===== config.mk =====
export PLATFORM = sky130hd
export DESIGN_NAME = cw305_reg_bus_master_flat
export DESIGN_NICKNAME = d
export VERILOG_FILES = /design/src/rtl/cw305_reg_bus_master_pkg.sv /design/src/rtl/cw305_reg_bus_master_if.sv /design/src/rtl/cw305_reg_bus_master.sv /design/src/flat_wrapper.sv
export SDC_FILE = /design/constraint.sdc
export NUM_CORES = 1
export LEC_CHECK = 0
export CAP_MARGIN = 20
export CORE_MARGIN = 5
export CORE_UTILIZATION = 47
export CTS_BUF_LIST = sky130_fd_sc_hd__clkbuf_4
export DETAILED_ROUTE_END_ITERATION = 8
export PLACE_DENSITY = 0.89
export SYNTH_ARGS = -nofsm -noshare
export SYNTH_HDL_FRONTEND = slang
export SYNTH_SLANG_ARGS = --single-unit

===== constraint.sdc =====
create_clock -name usb_clk -period 2.2 [get_ports usb_clk]
set_input_delay 0.44 -clock usb_clk [delete_from_list [all_inputs] [get_ports usb_clk]]
set_output_delay 0.44 -clock usb_clk [all_outputs]
set_load 0.05 [all_outputs]

===== src/rtl/cw305_reg_bus_master_pkg.sv =====
// Shared definitions for the CW305 register-bus master: FSM state encoding and
// the minimum number of cycles reg_addrvalid stays low between commands.
package cw305_reg_master_defines;

    typedef enum logic [2:0] {
        IDLE     = 3'd0,
        WR       = 3'd1,
        RD_ISSUE = 3'd2,
        RD_WAIT  = 3'd3,
        RD_HOLD  = 3'd4,
        FINISH   = 3'd5
    } state_t;

    localparam logic [3:0] MIN_IDLE_CYCLES = 4'd1;

endpackage


===== src/rtl/cw305_reg_bus_master_if.sv =====
// Command, byte-stream and register-bus signals of the CW305 register-bus master.
// master = the bus master block, slave = whatever drives commands and models the register file.
interface cw305_reg_bus_if #(
    parameter int pADDR_WIDTH   = 21,
    parameter int pBYTECNT_SIZE = 8
);
    localparam int AW = pADDR_WIDTH - pBYTECNT_SIZE;

    logic                     cmd_valid;
    logic                     cmd_ready;
    logic                     cmd_write;
    logic [AW-1:0]            cmd_addr;
    logic [pBYTECNT_SIZE:0]   cmd_len;
    logic [7:0]               wr_data;
    logic                     wr_valid;
    logic                     wr_ready;
    logic [7:0]               rd_data;
    logic                     rd_valid;
    logic                     rd_ready;
    logic                     abort;
    logic                     busy;
    logic                     done;
    logic [AW-1:0]            reg_address;
    logic [pBYTECNT_SIZE-1:0] reg_bytecnt;
    logic [7:0]               write_data;
    logic [7:0]               read_data;
    logic                     reg_read;
    logic                     reg_write;
    logic                     reg_addrvalid;

    modport master (
        input  cmd_valid, cmd_write, cmd_addr, cmd_len, wr_data, wr_valid,
               rd_ready, abort, read_data,
        output cmd_ready, wr_ready, rd_data, rd_valid, busy, done,
               reg_address, reg_bytecnt, write_data, reg_read, reg_write, reg_addrvalid
    );

    modport slave (
        output cmd_valid, cmd_write, cmd_addr, cmd_len, wr_data, wr_valid,
               rd_ready, abort, read_data,
        input  cmd_ready, wr_ready, rd_data, rd_valid, busy, done,
               reg_address, reg_bytecnt, write_data, reg_read, reg_write, reg_addrvalid
    );

endinterface


===== src/rtl/cw305_reg_bus_master.sv =====
// Turns write/read commands into CW305 register-bus strobes; writes sustain 1 byte/cycle
// (strobe one cycle after accept), reads take 3 cycles per byte and stall on rd_ready.
module cw305_reg_bus_master
    import cw305_reg_master_defines::*;
#(
    parameter int pADDR_WIDTH   = 21,
    parameter int pBYTECNT_SIZE = 8
)(
    input  logic            usb_clk,
    input  logic            reset_i,
    cw305_reg_bus_if.master bus
);

    localparam int BC = pBYTECNT_SIZE;
    localparam logic [BC:0]   LEN_ONE = 1;
    localparam logic [BC-1:0] IDX_ONE = 1;

    state_t        state;
    logic [BC:0]   len_r;
    logic [BC-1:0] idx;
    logic [3:0]    fin_cnt;
    logic          idx_last;

    // The index stops at len-1, so a full 2^BC transfer ends on all-ones without wrapping.
    assign idx_last = ({1'b0, idx} == (len_r - LEN_ONE));

    always_ff @(posedge usb_clk or posedge reset_i) begin
        if (reset_i) begin
            state             <= IDLE;
            len_r             <= '0;
            idx               <= '0;
            fin_cnt           <= '0;
            bus.cmd_ready     <= 1'b0;
            bus.wr_ready      <= 1'b0;
            bus.rd_data       <= '0;
            bus.rd_valid      <= 1'b0;
            bus.busy          <= 1'b0;
            bus.done          <= 1'b0;
            bus.reg_address   <= '0;
            bus.reg_bytecnt   <= '0;
            bus.write_data    <= '0;
            bus.reg_read      <= 1'b0;
            bus.reg_write     <= 1'b0;
            bus.reg_addrvalid <= 1'b0;
        end else if (bus.abort && state != IDLE) begin
            state             <= IDLE;
            bus.cmd_ready     <= 1'b1;
            bus.wr_ready      <= 1'b0;
            bus.rd_data       <= '0;
            bus.rd_valid      <= 1'b0;
            bus.busy          <= 1'b0;
            bus.done          <= 1'b0;
            bus.reg_read      <= 1'b0;
            bus.reg_write     <= 1'b0;
            bus.reg_addrvalid <= 1'b0;
        end else begin
            bus.done <= 1'b0;
            case (state)
                IDLE: begin
                    bus.cmd_ready <= 1'b1;
                    bus.busy      <= 1'b0;
                    if (bus.cmd_valid && bus.cmd_ready) begin
                        bus.cmd_ready   <= 1'b0;
                        bus.busy        <= 1'b1;
                        bus.reg_address <= bus.cmd_addr;
                        len_r           <= bus.cmd_len;
                        idx             <= '0;
                        if (bus.cmd_len == '0) begin
                            state    <= FINISH;
                            bus.done <= 1'b1;
                            fin_cnt  <= '0;
                        end else if (bus.cmd_write) begin
                            state        <= WR;
                            bus.wr_ready <= 1'b1;
                        end else begin
                            state             <= RD_ISSUE;
                            bus.reg_read      <= 1'b1;
                            bus.reg_addrvalid <= 1'b1;
                            bus.reg_bytecnt   <= '0;
                        end
                    end
                end

                // wr_ready dropping marks that the last byte has been taken.
                WR: begin
                    if (bus.wr_ready) begin
                        if (bus.wr_valid) begin
                            bus.reg_write     <= 1'b1;
                            bus.write_data    <= bus.wr_data;
                            bus.reg_bytecnt   <= idx;
                            bus.reg_addrvalid <= 1'b1;
                            if (idx_last)
                                bus.wr_ready <= 1'b0;
                            else
                                idx <= idx + IDX_ONE;
                        end else begin
                            bus.reg_write <= 1'b0;
                        end
                    end else begin
                        bus.reg_write     <= 1'b0;
                        bus.reg_addrvalid <= 1'b0;
                        bus.done          <= 1'b1;
                        fin_cnt           <= '0;
                        state             <= FINISH;
                    end
                end

                RD_ISSUE: begin
                    bus.reg_read <= 1'b0;
                    state        <= RD_WAIT;
                end

                RD_WAIT: begin
                    bus.rd_data  <= bus.read_data;
                    bus.rd_valid <= 1'b1;
                    state        <= RD_HOLD;
                end

                RD_HOLD: begin
                    if (bus.rd_ready) begin
                        bus.rd_valid <= 1'b0;
                        if (idx_last) begin
                            bus.reg_addrvalid <= 1'b0;
                            bus.done          <= 1'b1;
                            fin_cnt           <= '0;
                            state             <= FINISH;
                        end else begin
                            idx             <= idx + IDX_ONE;
                            bus.reg_bytecnt <= idx + IDX_ONE;
                            bus.reg_read    <= 1'b1;
                            state           <= RD_ISSUE;
                        end
                    end
                end

                // Holding here keeps reg_addrvalid low long enough before the next command.
                FINISH: begin
                    if (fin_cnt == MIN_IDLE_CYCLES - 4'd1) begin
                        bus.cmd_ready <= 1'b1;
                        bus.busy      <= 1'b0;
                        state         <= IDLE;
                    end else begin
                        fin_cnt <= fin_cnt + 4'd1;
                    end
                end

                default: state <= IDLE;
            endcase
        end
    end

endmodule

===== src/flat_wrapper.sv =====
// flat-port wrapper written by rule: the top's interface ports become plain ports
module cw305_reg_bus_master_flat import cw305_reg_master_defines::*;
#(
    parameter int pADDR_WIDTH   = 21,
    parameter int pBYTECNT_SIZE = 8
)
  (usb_clk, reset_i, bus_cmd_valid, bus_cmd_write, bus_cmd_addr, bus_cmd_len, bus_wr_data, bus_wr_valid, bus_rd_ready, bus_abort, bus_read_data, bus_cmd_ready, bus_wr_ready, bus_rd_data, bus_rd_valid, bus_busy, bus_done, bus_reg_address, bus_reg_bytecnt, bus_write_data, bus_reg_read, bus_reg_write, bus_reg_addrvalid);
  cw305_reg_bus_if #(.pADDR_WIDTH(pADDR_WIDTH), .pBYTECNT_SIZE(pBYTECNT_SIZE)) bus_i ();
  input  logic usb_clk;
  input  logic reset_i;
  input wire logic [$bits(bus_i.cmd_valid)-1:0] bus_cmd_valid;
  input wire logic [$bits(bus_i.cmd_write)-1:0] bus_cmd_write;
  input wire logic [$bits(bus_i.cmd_addr)-1:0] bus_cmd_addr;
  input wire logic [$bits(bus_i.cmd_len)-1:0] bus_cmd_len;
  input wire logic [$bits(bus_i.wr_data)-1:0] bus_wr_data;
  input wire logic [$bits(bus_i.wr_valid)-1:0] bus_wr_valid;
  input wire logic [$bits(bus_i.rd_ready)-1:0] bus_rd_ready;
  input wire logic [$bits(bus_i.abort)-1:0] bus_abort;
  input wire logic [$bits(bus_i.read_data)-1:0] bus_read_data;
  output wire logic [$bits(bus_i.cmd_ready)-1:0] bus_cmd_ready;
  output wire logic [$bits(bus_i.wr_ready)-1:0] bus_wr_ready;
  output wire logic [$bits(bus_i.rd_data)-1:0] bus_rd_data;
  output wire logic [$bits(bus_i.rd_valid)-1:0] bus_rd_valid;
  output wire logic [$bits(bus_i.busy)-1:0] bus_busy;
  output wire logic [$bits(bus_i.done)-1:0] bus_done;
  output wire logic [$bits(bus_i.reg_address)-1:0] bus_reg_address;
  output wire logic [$bits(bus_i.reg_bytecnt)-1:0] bus_reg_bytecnt;
  output wire logic [$bits(bus_i.write_data)-1:0] bus_write_data;
  output wire logic [$bits(bus_i.reg_read)-1:0] bus_reg_read;
  output wire logic [$bits(bus_i.reg_write)-1:0] bus_reg_write;
  output wire logic [$bits(bus_i.reg_addrvalid)-1:0] bus_reg_addrvalid;
  assign bus_i.cmd_valid = bus_cmd_valid;
  assign bus_i.cmd_write = bus_cmd_write;
  assign bus_i.cmd_addr = bus_cmd_addr;
  assign bus_i.cmd_len = bus_cmd_len;
  assign bus_i.wr_data = bus_wr_data;
  assign bus_i.wr_valid = bus_wr_valid;
  assign bus_i.rd_ready = bus_rd_ready;
  assign bus_i.abort = bus_abort;
  assign bus_i.read_data = bus_read_data;
  assign bus_cmd_ready = bus_i.cmd_ready;
  assign bus_wr_ready = bus_i.wr_ready;
  assign bus_rd_data = bus_i.rd_data;
  assign bus_rd_valid = bus_i.rd_valid;
  assign bus_busy = bus_i.busy;
  assign bus_done = bus_i.done;
  assign bus_reg_address = bus_i.reg_address;
  assign bus_reg_bytecnt = bus_i.reg_bytecnt;
  assign bus_write_data = bus_i.write_data;
  assign bus_reg_read = bus_i.reg_read;
  assign bus_reg_write = bus_i.reg_write;
  assign bus_reg_addrvalid = bus_i.reg_addrvalid;
  cw305_reg_bus_master #(.pADDR_WIDTH(pADDR_WIDTH), .pBYTECNT_SIZE(pBYTECNT_SIZE)) u_core (.usb_clk(usb_clk), .reset_i(reset_i), .bus(bus_i));
endmodule

==> flow_results.xml, run 1 <==
<?xml version="1.0" encoding="UTF-8"?>
<metrics>
  <group name="logic_synthesis">
    <metric name="async_reset_ff_frac" unit="">1.000</metric>
    <metric name="synth_area_leaders" unit="">sky130_fd_sc_hd__dfrtp_1 45%, sky130_fd_sc_hd__mux2_2 9.2%, sky130_fd_sc_hd__nand2_1 3.0%, sky130_fd_sc_hd__o21ai_0 2.8%, sky130_fd_sc_hd__nor2_1 2.5%</metric>
    <metric name="synth_largest_area_cell" unit="">sky130_fd_sc_hd__dfrtp_1</metric>
    <metric name="post-synth-top-count-cell" unit="">sky130_fd_sc_hd__dfrtp_1</metric>
    <metric name="synthCells" unit="">373</metric>
    <metric name="yosys_most_used_dff" unit="">sky130_fd_sc_hd__dfrtp_1</metric>
    <metric name="yosysWarningCount" unit="">0</metric>
    <metric name="yosysTopAreaCellShare" unit="">0.4545</metric>
    <metric name="post_synth_most_frequent_cells" unit="">69 x sky130_fd_sc_hd__dfrtp_1, 31 x sky130_fd_sc_hd__mux2_2, 30 x sky130_fd_sc_hd__nand2_1</metric>
    <metric name="share_of_synthesized_area_occupied_by_flip_flops_and_latches" unit="">0.4545</metric>
    <metric name="ys_ff_latch" unit="">69</metric>
    <metric name="avgSynthCellArea" unit="um2">10.18</metric>
    <metric name="synth_fp_nets" unit="">422</metric>
    <metric name="synth_edf_count" unit="">0</metric>
    <metric name="cell_area_after_synthesis" unit="um2">3799</metric>
    <metric name="netlist-cell-type-count" unit="">66</metric>
  </group>
  <group name="pwr">
    <metric name="power.ir.vdd_worst" unit="mV">1.172</metric>
    <metric name="static-leakage-power" unit="uW">0.002458</metric>
    <metric name="power_per_cell_area" unit="nW/um2">1580</metric>
    <metric name="finalPower" unit="uW">8941</metric>
  </group>
  <group name="timing">
    <metric name="min_period" unit="ps">2399</metric>
    <metric name="final-hold-violation-count" unit="">0</metric>
    <metric name="clock-skew-final" unit="ps">22.15</metric>
    <metric name="final_max_slew_viol_count" unit="">0</metric>
    <metric name="postLayoutSetupSlackWorst" unit="ps">-198.5</metric>
    <metric name="tightest_slew" unit="ps">551.2</metric>
    <metric name="layout_worst_path_cycle_share" unit="">1.090</metric>
    <metric name="grt_setup_unrepaired" unit="">yes</metric>
    <metric name="setup_violations" unit="">28</metric>
    <metric name="max-slew-margin-rel" unit="">0.6314</metric>
    <metric name="max_freq" unit="MHz">416.9</metric>
    <metric name="timing.setup.tns" unit="ps">-3427</metric>
  </group>
  <group name="cells_and_area">
    <metric name="final_layout_size_suffix_gt1_frac" unit="">0.3070</metric>
    <metric name="utilization" unit="">0.7247</metric>
    <metric name="area_grow_syn2layout" unit="%">48.95</metric>
    <metric name="n_antenna_cell" unit="">0</metric>
    <metric name="final_net_count" unit="">576</metric>
  </group>
  <group name="detailed_routing">
    <metric name="dr_total_vias" unit="">3873</metric>
    <metric name="postRouteAntennaNets" unit="">0</metric>
    <metric name="drt-vias-per-instance" unit="">6.118</metric>
    <metric name="drt_first_iter_violations" unit="">418</metric>
    <metric name="drt_pre_antenna_iters" unit="">5</metric>
    <metric name="remaining_drc_errors" unit="">0</metric>
    <metric name="route.final.wire_length" unit="um">12920</metric>
    <metric name="average_wire_per_standard_cell" unit="um">20.40</metric>
  </group>
  <group name="placed_design">
    <metric name="buffers_added_on_ports" unit="">89</metric>
    <metric name="post_place_setup_slack" unit="ps">-552.6</metric>
    <metric name="dpl.hpwl" unit="um">8628</metric>
    <metric name="finalWeightedCongestion" unit="">0.9615</metric>
  </group>
  <group name="global_route">
    <metric name="globalRouteTotalUtil" unit="">0.2442</metric>
    <metric name="grt_pass1_vias" unit="">3980</metric>
    <metric name="grt_busiest_layer" unit="">met2</metric>
    <metric name="grt_remaining_overflow" unit="">0</metric>
    <metric name="gr-usage-met3" unit="">0.07853</metric>
    <metric name="global_route.usage.met2" unit="">0.4094</metric>
    <metric name="global_route_wire_length_before_repair" unit="um">19230</metric>
    <metric name="gr-usage-met1" unit="">0.2800</metric>
    <metric name="grt_max_degree" unit="">57</metric>
    <metric name="initial_antenna_violation_count" unit="">0</metric>
  </group>
  <group name="floorplanning">
    <metric name="initial_utilization" unit="">0.4865</metric>
    <metric name="die_w" unit="um">99.90</metric>
    <metric name="placementRows" unit="">32</metric>
    <metric name="die-height" unit="um">99.90</metric>
    <metric name="design.die.area" unit="um2">9980</metric>
    <metric name="ioPinCount" unit="">90</metric>
    <metric name="core_area" unit="um2">7807</metric>
  </group>
  <group name="worst_setup_path">
    <metric name="critical_path.endpoint_type" unit="">register</metric>
    <metric name="worst_setup_path_start_kind" unit="">register</metric>
    <metric name="worst_ep_arrival_time" unit="ps">2770</metric>
    <metric name="path_max_fanout" unit="">3</metric>
    <metric name="worstSetupPathType" unit="">reg2reg</metric>
    <metric name="worst-endpoint-required" unit="ps">2570</metric>
  </group>
  <group name="clocking">
    <metric name="clockRootBuffer" unit="">sky130_fd_sc_hd__clkbuf_4</metric>
    <metric name="insertion_delay" unit="ps">440</metric>
    <metric name="clk_path_buf_depth" unit="">2</metric>
    <metric name="cts.reportedPaths.clkPinSlew" unit="ps">110</metric>
    <metric name="clock_sinks" unit="">69</metric>
    <metric name="cts_tree" unit="">yes</metric>
    <metric name="cts_hold_repair.buffers" unit="">0</metric>
    <metric name="htree_num_levels" unit="">3</metric>
    <metric name="clock_buffers_created_by_tritoncts" unit="">9</metric>
  </group>
  <group name="run_status">
    <metric name="outcome" unit="">finished with violations</metric>
    <metric name="violations_in_the_final_reports" unit="">setup timing</metric>
  </group>
  <group name="worst_hold_path">
    <metric name="hold_path.class" unit="">in2async</metric>
  </group>
  <group name="job">
    <metric name="maxCapViolCount" unit="">0</metric>
  </group>
</metrics>
-- final timing paths --
check	start	to	slack [ps]	depth (start not counted)
worst max-delay path	u_core.len_r[0]	u_core.idx[0]	-200	9
worst min-delay path	reset_i	u_core.bus.reg_address[8]	320	2
worst max register to register	u_core.len_r[0]	u_core.idx[0]	-200	9
worst min register to register	u_core.bus.reg_address[2]	u_core.bus.reg_address[2]	520	1
max in group asynchronous	reset_i	u_core.bus.cmd_ready	1270	3
min in group usb_clk	u_core.bus.reg_address[2]	u_core.bus.reg_address[2]	520	1
-- registers in the layout, indices dropped and copies added (netlist names), 3 cells and up --
signal                  flops
u_core.bus.rd_data          8
u_core.bus.write_data       8
u_core.fin_cnt              4
u_core.len_r                9
u_core.bus.reg_bytecnt      8
u_core.bus.reg_address     13
u_core.state                3
u_core.idx                  8
-- logic make-up after synthesis --
group                    synth area share
AO/OA/AOI/OAI                      0.1940
XOR/XNOR                          0.01845
adder cells (fa/ha/maj)           0.01318
buffers and inverters             0.03425
flip-flops                         0.4545
multiplexers                       0.1156
AND/OR/NAND/NOR                    0.1700
-- what timing repair did --
action,in CTS,in global routing
pin swaps,11,6
setup endpoints to repair,27,31
gates cloned,0,0
setup buffers,3,5
resized for setup,23,15
-- critical path, stage by stage (launching register included) --
cell	delay [ps]
sky130_fd_sc_hd__dfrtp_1	420
sky130_fd_sc_hd__inv_2	90
sky130_fd_sc_hd__ha_4	140
sky130_fd_sc_hd__nor3b_4	210
sky130_fd_sc_hd__a21oi_2	90
sky130_fd_sc_hd__or4_4	450
sky130_fd_sc_hd__a221o_1	330
sky130_fd_sc_hd__buf_6	140
sky130_fd_sc_hd__o31ai_4	270
sky130_fd_sc_hd__mux2_4	210
-- layout by cell type (no fill, tap or decap), drive strengths merged, types with 6 or more instances in the layout --
master         count
a31oi              7
o21ai             22
a211oi             6
and2               6
nand2             30
clkdlybuf4s50     89
inv                8
clkbuf            10
a21oi             15
buf               75
mux2              31
dfrtp             69
nand3             10
nor3              16
nor2              25
a2bb2oi            6
mux2i              9
-- power by group --
part	switching, uW	internal [uW]	leakage (uW)
clock	479	462	0.0000799
sequential	474	1810	0.000870
combinational	3350	2360	0.00151
total	4310	4630	0.00246
-- metal layers --
metal / routed length [um] / vias up
met5: 0 / -
met1: 4901 / 1913
met2: 6336 / 211
met3: 1063 / 54
li1: - / 1695
met4: 613 / 0
-- through the flow --
stage          hold slack, ps  area (um2)  instances
4_1_cts                 320.1        5555        628
6_report                322.2        5658        633
3_5_place_dp            495.2        5280        610
5_1_grt                 325.4        5658        633
3_3_place_gp            469.2        5280        610
2_1_floorplan           513.0        3815        373
-- area by class of cell --
class                   count  area [um2]
inverters                   9       37.54
well taps                 102       127.6
repair buffers            164        1510
clock inverters             5       76.32
fillers                   480        2150
clock buffers              10       75.07
multi-input cells         274        2103
flip-flops and latches     69        1728
Power figures use the tool's default switching activity.
==> run 2: changes to the inputs <==
Settings changed: GPL_TIMING_DRIVEN from default to 0.
==> run 2 against run 1 <==
The flow still finishes with violations (setup timing); critical path depth shrank 1; design area fell by 3.7%; first-iteration DRC count down 9.3%; critical path type unchanged; critical endpoint is now u_core.bus.wr_ready.
==> flow_results.xml, run 2 (synthesis gave the netlist of run 1 again) <==
<?xml version="1.0" encoding="UTF-8"?>
<metrics>
  <group name="global_route">
    <metric name="initial_antenna_violation_count" unit="">0</metric>
    <metric name="grt_pass1_vias" unit="">3662</metric>
    <metric name="grt_max_degree" unit="">43</metric>
    <metric name="grt_remaining_overflow" unit="">0</metric>
    <metric name="global_route_wire_length_before_repair" unit="um">18550</metric>
    <metric name="globalRouteTotalUtil" unit="">0.2322</metric>
  </group>
  <group name="cells_and_area">
    <metric name="number_of_flip_flops_under_the_largest_register_name" unit="">13</metric>
    <metric name="n_antenna_cell" unit="">0</metric>
    <metric name="final_common_cell" unit="">sky130_fd_sc_hd__clkdlybuf4s50_1</metric>
    <metric name="seqCellArea" unit="um2">1728</metric>
    <metric name="final_layout_size_suffix_gt1_frac" unit="">0.2641</metric>
    <metric name="layout_common_cells" unit="">87 x sky130_fd_sc_hd__clkdlybuf4s50_1, 68 x sky130_fd_sc_hd__dfrtp_1, 31 x sky130_fd_sc_hd__mux2_2, 29 x sky130_fd_sc_hd__nand2_1, 23 x sky130_fd_sc_hd__nor2_1</metric>
    <metric name="multi_input_comb_area" unit="um2">2216</metric>
    <metric name="area_grow_syn2layout" unit="%">43.41</metric>
    <metric name="final_net_count" unit="">540</metric>
    <metric name="largestRegisters" unit="">u_core.bus.reg_address (13), u_core.len_r (9)</metric>
    <metric name="post-route-cell-area" unit="um2">5448</metric>
    <metric name="regMostFlops" unit="">u_core.bus.reg_address</metric>
    <metric name="fill_cells" unit="">552</metric>
    <metric name="utilization" unit="">0.6978</metric>
  </group>
  <group name="worst_setup_path">
    <metric name="cp_cell_sequence" unit="">buf_6 -&gt; xnor2_4 -&gt; xnor2_2 -&gt; or4_4 -&gt; a221oi_4 -&gt; buf_6 -&gt; nand4_1 -&gt; a32o_1</metric>
    <metric name="worstSetupPathType" unit="">reg2reg</metric>
    <metric name="cp_common_cell" unit="">sky130_fd_sc_hd__buf_6</metric>
    <metric name="critical_path.endpoint_type" unit="">register</metric>
    <metric name="worst-endpoint-required" unit="ps">2500</metric>
    <metric name="cp_top_family" unit="">simple AND/OR/NAND/NOR gates</metric>
    <metric name="r2r_cells" unit="">8</metric>
    <metric name="crit_buf_inv" unit="">2</metric>
    <metric name="slowest_stage_cell_cp" unit="">sky130_fd_sc_hd__or4_4</metric>
    <metric name="path_max_fanout" unit="">10</metric>
    <metric name="cpPeakStageDelay" unit="ps">540</metric>
    <metric name="timing.rr.end" unit="">u_core.bus.wr_ready</metric>
    <metric name="timing.reg2reg.setup_slack" unit="ps">-270</metric>
    <metric name="critical_path.reg2reg.startpoint" unit="">u_core.idx[3]</metric>
    <metric name="worst_setup_path_start_kind" unit="">register</metric>
    <metric name="worst_ep_arrival_time" unit="ps">2780</metric>
  </group>
  <group name="detailed_routing">
    <metric name="dr_total_vias" unit="">3574</metric>
    <metric name="drt-vias-per-instance" unit="">5.977</metric>
    <metric name="route.final.wire_length" unit="um">11490</metric>
    <metric name="drt_first_iter_violations" unit="">379</metric>
    <metric name="average_wire_per_standard_cell" unit="um">19.22</metric>
    <metric name="remaining_drc_errors" unit="">0</metric>
    <metric name="drt_pre_antenna_iters" unit="">4</metric>
    <metric name="postRouteAntennaNets" unit="">0</metric>
  </group>
  <group name="timing">
    <metric name="timing.setup.tns" unit="ps">-4942</metric>
    <metric name="clock-skew-final" unit="ps">13.12</metric>
    <metric name="postLayoutSetupSlackWorst" unit="ps">-270.6</metric>
    <metric name="tightest_slew" unit="ps">803.5</metric>
    <metric name="max-slew-margin-rel" unit="">0.4618</metric>
    <metric name="grt_setup_unrepaired" unit="">yes</metric>
    <metric name="hold_ws" unit="ps">427.5</metric>
    <metric name="setup_violations" unit="">27</metric>
    <metric name="final-hold-violation-count" unit="">0</metric>
    <metric name="final_max_slew_viol_count" unit="">0</metric>
    <metric name="layout_worst_path_cycle_share" unit="">1.123</metric>
    <metric name="max_freq" unit="MHz">404.8</metric>
    <metric name="min_period" unit="ps">2471</metric>
  </group>
  <group name="clocking">
    <metric name="clk_path_buf_depth" unit="">2</metric>
    <metric name="cts_hold_repair.buffers" unit="">0</metric>
    <metric name="cts.reportedPaths.clkPinSlew" unit="ps">120</metric>
    <metric name="clock_buffers_created_by_tritoncts" unit="">9</metric>
    <metric name="cts_tree" unit="">yes</metric>
    <metric name="htree_num_levels" unit="">3</metric>
    <metric name="clockRootBuffer" unit="">sky130_fd_sc_hd__clkbuf_4</metric>
    <metric name="clock_sinks" unit="">69</metric>
    <metric name="insertion_delay" unit="ps">420</metric>
  </group>
  <group name="placed_design">
    <metric name="post_place_setup_slack" unit="ps">-775.6</metric>
    <metric name="finalWeightedCongestion" unit="">0.9365</metric>
    <metric name="buffers_added_on_ports" unit="">88</metric>
    <metric name="post_dp_cell_area" unit="um2">4843</metric>
    <metric name="dpl.hpwl" unit="um">7864</metric>
  </group>
  <group name="pwr">
    <metric name="static-leakage-power" unit="uW">0.002262</metric>
    <metric name="power_per_cell_area" unit="nW/um2">1572</metric>
    <metric name="power.ir.vdd_worst" unit="mV">1.063</metric>
  </group>
  <group name="floorplanning">
    <metric name="placementRows" unit="">32</metric>
    <metric name="core_area" unit="um2">7807</metric>
    <metric name="die_w" unit="um">99.90</metric>
    <metric name="design.die.area" unit="um2">9980</metric>
    <metric name="ioPinCount" unit="">90</metric>
    <metric name="initial_utilization" unit="">0.4865</metric>
    <metric name="die-height" unit="um">99.90</metric>
  </group>
  <group name="run_status">
    <metric name="outcome" unit="">finished with violations</metric>
    <metric name="violations_in_the_final_reports" unit="">setup timing</metric>
  </group>
  <group name="job">
    <metric name="maxCapViolCount" unit="">0</metric>
  </group>
  <group name="worst_hold_path">
    <metric name="hold_path.class" unit="">in2async</metric>
  </group>
</metrics>
==> run 2: final cells by class <==
type,count,area share
sequential,69,0.3172
buffer,19,0.01791
timing repair buffer,109,0.2023
tap,102,0.02343
multi-input combinational,274,0.4068
inverter,9,0.006890
clock inverter,6,0.01171
clock buffer,10,0.01378
==> run 2: metal layers <==
layer / part of all wire / global-route usage
met3: 0.084 / 0.07088
met1: 0.40 / 0.2908
met2: 0.48 / 0.3756
met5: 0 / 0
met4: 0.033 / 0.09139
==> run 2: how the worst max path moves through the flow <==
stage	cells past startpoint	end	slack (ps)	start
after CTS	9	u_core.bus.wr_ready	-190	u_core.len_r[0]
final	8	u_core.bus.wr_ready	-270	u_core.idx[3]
after global routing	9	u_core.bus.wr_ready	-340	u_core.len_r[0]
after detailed placement	7	u_core.bus.reg_bytecnt[2]	-780	bus_cmd_valid
after floorplan	9	u_core.bus.wr_ready	-130	u_core.len_r[0]
after global placement	7	u_core.bus.reg_bytecnt[2]	-770	bus_cmd_valid
==> run 2: report_power, final <==
part / leakage [uW] / switching (uW) / internal, uW / total [uW]
clock network: 0.0000724 / 472 / 357 / 829
logic: 0.00132 / 3290 / 2170 / 5470
registers: 0.000870 / 466 / 1810 / 2270
total: 0.00226 / 4230 / 4330 / 8570
==> run 2: timing repair <==
item,in CTS,in global routing
pin swaps,16,8
setup endpoints to repair,54,41
gates resized for setup,47,14
buffers inserted,18,2
==> run 2: through the flow <==
step           cells  total power (uW)
2_1_floorplan    373              5470
3_3_place_gp     563              6798
3_5_place_dp     564              6927
4_1_cts          596              8296
5_1_grt          598              9024
6_report         598              8566
